**src/rtl/adc_ddr_capture_pkg.sv**
```systemverilog
// adc_ddr_capture_pkg: shared constants and parameter range checks for the DDR ADC front end.
package adc_ddr_capture_pkg;

    localparam int OUT_W = 16;

    function automatic bit width_ok(input int w);
        return (w >= 1) && (w <= OUT_W);
    endfunction

    function automatic bit sync_ok(input int n);
        return (n >= 2) && (n <= 10);
    endfunction

endpackage

```
**src/rtl/ddr_in_cell.sv**
```systemverilog
// ddr_in_cell: behavioural DDR input cell; rising word on q1_o, falling word on q2_o, both rising-aligned.
module ddr_in_cell #(
    parameter int W = 1
) (
    input  logic         clk_i,
    input  logic         rst_ni,
    input  logic         ce_i,
    input  logic [W-1:0] d_i,
    output logic [W-1:0] q1_o,
    output logic [W-1:0] q2_o
);

    logic [W-1:0] rise_q, fall_q, q1_q, q2_q;

    always_ff @(posedge clk_i or negedge rst_ni) begin
        if (!rst_ni) begin
            rise_q <= '0;
            q1_q   <= '0;
            q2_q   <= '0;
        end else if (ce_i) begin
            q1_q   <= rise_q;
            q2_q   <= fall_q;
            rise_q <= d_i;
        end
    end

    always_ff @(negedge clk_i or negedge rst_ni) begin
        if (!rst_ni) fall_q <= '0;
        else if (ce_i) fall_q <= d_i;
    end

    assign q1_o = q1_q;
    assign q2_o = q2_q;

endmodule

```
**src/rtl/adc_ddr_capture.sv**
```systemverilog
// adc_ddr_capture: dual-channel DDR ADC capture into zero-extended per-channel streams,
// dropping over-range words and words offered while the sink is not ready.
module adc_ddr_capture
    import adc_ddr_capture_pkg::*;
#(
    parameter int DATA_WIDTH  = 14,
    parameter int SYNC_STAGES = 2
) (
    input  logic                  m_axi_aclk,
    input  logic                  m_axi_aresetn,
    input  logic [DATA_WIDTH-1:0] adc_din,
    input  logic                  adc_or_in,
    input  logic                  ddr_data_en,
    input  logic                  m_axi_tready,
    output logic                  m_axi_tvalid_chA,
    output logic [OUT_W-1:0]      m_axi_tdata_chA,
    output logic                  m_axi_tvalid_chB,
    output logic [OUT_W-1:0]      m_axi_tdata_chB,
    output logic [1:0]            adc_or_state,
    output logic                  adc_data_rdy,
    output logic                  m_axis_aclk
);

    if (!width_ok(DATA_WIDTH)) begin : g_bad_width
        $error("adc_ddr_capture: DATA_WIDTH must be 1..16");
    end
    if (!sync_ok(SYNC_STAGES)) begin : g_bad_sync
        $error("adc_ddr_capture: SYNC_STAGES must be 2..10");
    end

    logic                        en_s, or_a, or_b, take_a, take_b;
    logic [DATA_WIDTH-1:0]       q1, q2;
    logic [SYNC_STAGES-1:0]      en_sync_q, en_sync_d;
    logic [SYNC_STAGES-1:0][1:0] or_sync_q, or_sync_d;
    logic [1:0]                  valid_q, valid_d, rdy_a_q, rdy_a_d;
    logic                        rdy_b_q, rdy_b_d;
    logic                        tvalid_a_q, tvalid_a_d, tvalid_b_q, tvalid_b_d;
    logic [OUT_W-1:0]            tdata_a_q, tdata_a_d, tdata_b_q, tdata_b_d;

    assign en_s = en_sync_q[SYNC_STAGES-1];

    // Data bits freeze with the enable; the over-range bit always runs so the flag tracks the pins.
    for (genvar i = 0; i <= DATA_WIDTH; i++) begin : g_cell
        if (i < DATA_WIDTH) begin : g_data
            ddr_in_cell #(.W(1)) u_cell (
                .clk_i  (m_axi_aclk),
                .rst_ni (m_axi_aresetn),
                .ce_i   (en_s),
                .d_i    (adc_din[i]),
                .q1_o   (q1[i]),
                .q2_o   (q2[i])
            );
        end else begin : g_or
            ddr_in_cell #(.W(1)) u_cell (
                .clk_i  (m_axi_aclk),
                .rst_ni (m_axi_aresetn),
                .ce_i   (1'b1),
                .d_i    (adc_or_in),
                .q1_o   (or_b),
                .q2_o   (or_a)
            );
        end
    end

    // or_a is flagged on the falling edge, so channel A is masked one cycle later than B.
    always_comb begin
        en_sync_d  = {en_sync_q[SYNC_STAGES-2:0], ddr_data_en};
        or_sync_d  = {or_sync_q[SYNC_STAGES-2:0], {or_a, or_b}};
        valid_d    = {en_s, valid_q[1]};
        rdy_a_d    = {or_a, rdy_a_q[1]};
        rdy_b_d    = or_b;
        take_a     = m_axi_tready & en_s & ~rdy_a_q[1];
        take_b     = m_axi_tready & en_s & ~or_b;
        tvalid_a_d = take_a & valid_q[0];
        tvalid_b_d = take_b & valid_q[1];
        tdata_a_d  = take_a ? OUT_W'(q1) : tdata_a_q;
        tdata_b_d  = take_b ? OUT_W'(q2) : tdata_b_q;
    end

    always_ff @(posedge m_axi_aclk or negedge m_axi_aresetn) begin
        if (!m_axi_aresetn) begin
            en_sync_q  <= '0;
            or_sync_q  <= '0;
            valid_q    <= '0;
            rdy_a_q    <= '0;
            rdy_b_q    <= 1'b0;
            tvalid_a_q <= 1'b0;
            tvalid_b_q <= 1'b0;
            tdata_a_q  <= '0;
            tdata_b_q  <= '0;
        end else begin
            en_sync_q  <= en_sync_d;
            or_sync_q  <= or_sync_d;
            valid_q    <= valid_d;
            rdy_a_q    <= rdy_a_d;
            rdy_b_q    <= rdy_b_d;
            tvalid_a_q <= tvalid_a_d;
            tvalid_b_q <= tvalid_b_d;
            tdata_a_q  <= tdata_a_d;
            tdata_b_q  <= tdata_b_d;
        end
    end

    assign m_axi_tvalid_chA = tvalid_a_q;
    assign m_axi_tdata_chA  = tdata_a_q;
    assign m_axi_tvalid_chB = tvalid_b_q;
    assign m_axi_tdata_chB  = tdata_b_q;
    assign adc_or_state     = or_sync_q[SYNC_STAGES-1];
    assign adc_data_rdy     = ~(rdy_a_q[0] | rdy_b_q);
    assign m_axis_aclk      = m_axi_aclk;

endmodule

```
**config.mk**
```make
export PLATFORM = sky130hd
export DESIGN_NAME = adc_ddr_capture
export DESIGN_NICKNAME = d
export VERILOG_FILES = /design/src/rtl/adc_ddr_capture_pkg.sv /design/src/rtl/ddr_in_cell.sv /design/src/rtl/adc_ddr_capture.sv
export SDC_FILE = /design/constraint.sdc
export NUM_CORES = 1
export LEC_CHECK = 0
export CAP_MARGIN = 25
export CORE_AREA = 2 2 105 107
export DETAILED_ROUTE_END_ITERATION = 6
export DIE_AREA = 0 0 107 109
export GPL_TIMING_DRIVEN = 0
export PLACE_DENSITY = 0.55
export SYNTH_ARGS = -nofsm -noshare
export SYNTH_HDL_FRONTEND = slang
export SYNTH_SLANG_ARGS = --single-unit
```
**constraint.sdc**
```tcl
create_clock -name m_axi_aclk -period 4.3 [get_ports m_axi_aclk]
set_clock_uncertainty 0.2 [all_clocks]
set_input_delay 0.86 -clock m_axi_aclk [delete_from_list [all_inputs] [get_ports m_axi_aclk]]
set_output_delay 0.86 -clock m_axi_aclk [all_outputs]
set_load 0.01 [all_outputs]
```
==> implementation parameters <==
Parameter                              Value

Timing
  Final number of hold-violating endpoints    0
  Number of max-slew violations in the final report    0
  Count of final setup violators    0
  Worst slew margin relative to its limit    between 60% and 70%
  Worst-Margin Slew    approximately 0.57 ns
  Setup repair after global routing missed its margin    false

Power
  Pwr Density    477 nW/um2
  Leakage power figure    about 2.1 nW
  Worst vdd rail ir drop    0.000190 V

Yosys
  Mapped Area    approximately 3600 um2
  Syn Inst Count    ~250
  Syn avg cell area    14.6 um2
  Leading register cell type out of synthesis    dfrtp_1
  Number of synthesized flops with an enable pin    0
  Number of synthesis warnings    0
  Top-area cell type share of the netlist area    ~58%
  Flip-flop and latch count after synthesis    just under 100
  Synth unique cells    14
  Sequential element share of the synthesized area    68.0%
  Proportion of register bits with asynchronous set or reset after synthesis    between 90% and 100%
  Top cells by area, synth    dfrtp_1 (58%), mux2_2 (12%), dfrtn_1 (10%)
  Area leader, netlist    dfrtp_1

Drt
  Top sig layer    met4
  Routed wire length    approximately 6.4 mm
  Drt initial violations    112
  Post-route met1 wirelength    about 3.2 mm
  Met3 wire length    about 360 um
  Routed wirelength normalized by instance count    13.9 um
  First-pass detailed-route iteration total    4
  DR WL met2    about 2.8 mm
  Detail Route Antenna Nets    0
  Count of vias placed by the detailed router    a little under 2000
  Drt via density    approximately 4.3
  DRC errors left    0

Place
  Final GP Congestion    0.717
  DP Cell Count    443
  Post-detailed-placement cell area    around 4300 um2
  # port buffers    52
  Half-perimeter wire length after placement    roughly 4.2 mm

Worst setup path
  Slowest-stage cell, CP    clkdlybuf4s50_1
  Kind of launch point of the worst setup path    clock port
  Worst reg-to-reg setup slack    about 0.63 ns
  Worst reg2reg startpoint    en_sync_q[1]
  CP endpoint kind    primary output
  Data arrival time of the worst path    approximately 3.0 ns
  Slowest stage delay, CP    between 0.4 and 0.5 ns
  Ordered cell list for the critical path    clkbuf_8 -> clkbuf_8 -> buf_4 -> clkdlybuf4s50_1
  Largest driver fanout on the critical path    2
  Critical Path RT    3.24 ns
  CP Launch Point    m_axi_aclk
  Delay-heaviest family, CP    buffers and inverters
  Classification of the worst setup path    clock port to primary output
  Number of buffers and inverters on the critical path    4
  Most repeated library cell on the critical path    clkbuf_8

Final layout
  Non-filler cells, final    roughly 460
  Area of the multi-input gates    957 um2
  Most frequent cells in the layout    dfrtp_1 (83), clkdlybuf4s50_1 (51), mux2_2 (38), inv_1 (30), o21ai_0 (28)
  Fill cell total of the finished layout    roughly 1000
  Diodes inserted    0
  Commonest non-fill, non-tap cell in the layout    dfrtp_1
  Cell area after layout    about 4600 um2
  Layout cells sized above 1    a little over a quarter
  Layout Area Growth over Synthesis    26.2%
  Fin nets    roughly 340
  Area used by sequential logic in the layout    roughly 2500 um2

Die
  Core area    10600 um2
  Effective utilization at floorplan    ~34%
  Number of rows in the core area    38
  Num ports    between 50 and 60
  Horizontal die dimension    about 110 um
  Die Area    ~12000 um2
  Height of the die    109 um

Global route
  Total gr overflow    0
  Vias in the first global route    approximately 2000
  Total Routing Usage GR    between 10% and 20%
  Antenna violations before repair    0
  Pin count of the biggest net entering global routing    67
  Wire length of the first global-routing pass    10.5 mm

Outcome
  Run status    completed

Hold path
  Type of the most critical hold path    input port to async pin

Clock network
  Hold buffer count at cts    0
  Worst-path clk slew    0.10 ns
  Clock tree from TritonCTS    yes
  Post-CTS setup buffer count    0
  Resized Gates After CTS    0
  Clk Latency, worst-skew pair    0.46 ns

Run
  Count of max-cap constraint violations    0
worst register-to-register path: stages (launching register included):
cell and delay (ns):
dfrtp_1 0.35, buf_4 0.19, clkbuf_1 0.47, o21ai_0 0.15
cells by family (layout without fill, tap and decap cells):
| group | count (synthesis) | after routing | share of synthesized area, % |
|---|---|---|---|
| flops | 98 | 98 | 68.0 |
| mux | 56 | 56 | 19.3 |
| buf+inv | 45 | 117 | 5.82 |
| compound gates | 28 | 28 | 3.88 |
| simple gates | 19 | 19 | 2.88 |
| other cells | 1 | 4 | 0.104 |
registers in the layout, indices dropped and copies added, names as in the netlist:
signal and cells:
g_cell.g_data.u_cell.fall_q 14, g_cell.g_data.u_cell.q1_o 14, g_cell.g_data.u_cell.q2_o 14, g_cell.g_data.u_cell.rise_q 14
m_axi_tdata_chA 14, m_axi_tdata_chB 14, adc_or_state 2, en_sync_q 2
or_sync_d 2, valid_q 2, g_cell.g_or.u_cell.fall_q 1, g_cell.g_or.u_cell.q1_o 1
g_cell.g_or.u_cell.q2_o 1, g_cell.g_or.u_cell.rise_q 1, m_axi_tvalid_chA 1, m_axi_tvalid_chB 1
layout make-up:
cell class | instances | share of cell area (%)
sequential | 98 | 53.8
multi-input combinational | 107 | 21.0
tap | 140 | 3.85
inverter | 30 | 2.47
timing repair buffer | 52 | 11.8
clock buffer | 16 | 4.31
clock inverter | 4 | 0.604
buffer | 15 | 2.14
Yosys cell counts (2+ instances only):
library cell,instances
dfrtp_1,83
mux2_2,38
inv_1,30
o21ai_0,28
mux2_4,18
dfrtn_1,15
nand2_1,14
buf_4,6
clkbuf_1,4
buf_2,3
nor2_1,3
buf_6,2
nand3b_4,2
metrics by stage:
stage | power, W | setup slack (ns) | TNS (ns) | utilization (%) | hold WS, ns
floorplan | 0.00135 | 0.805 | 0 | - | 0.131
global placement | 0.00159 | -3.45 | -172.65 | 40.7 | 0.133
detailed placement | 0.00160 | 0.275 | 0 | 40.9 | 0.138
CTS | 0.00221 | 0.283 | 0 | 43.0 | 0.129
global route | 0.00230 | 0.268 | 0 | 43.0 | 0.144
finish | 0.00217 | 0.292 | 0 | 43.0 | 0.126
final timing paths:
| path | cells past startpoint | to |
|---|---|---|
| max reg2reg | 3 | g_cell[0].g_data.u_cell.fall_q |
| max in group asynchronous | 2 | g_cell[7].g_data.u_cell.fall_q |
| min in group m_axi_aclk | 0 | g_cell[14].g_or.u_cell.q1_o |
| max | 4 | m_axis_aclk |
| min reg2reg | 0 | g_cell[14].g_or.u_cell.q1_o |
| min | 1 | g_cell[4].g_data.u_cell.rise_q |
report_power, final:
group | switching, W | internal [W]
clock network | 0.000329 | 0.000312
logic | 0.000143 | 0.000260
registers | 0.0000721 | 0.00106
layer usage:
metal	GRT usage, %	vias to the layer above
met2	16.6	48
met4	7.05	0
met3	4.48	11
met1	16.9	974
li1	-	932
met5	0	-
No activity file was read; power rests on OpenSTA's default activity.
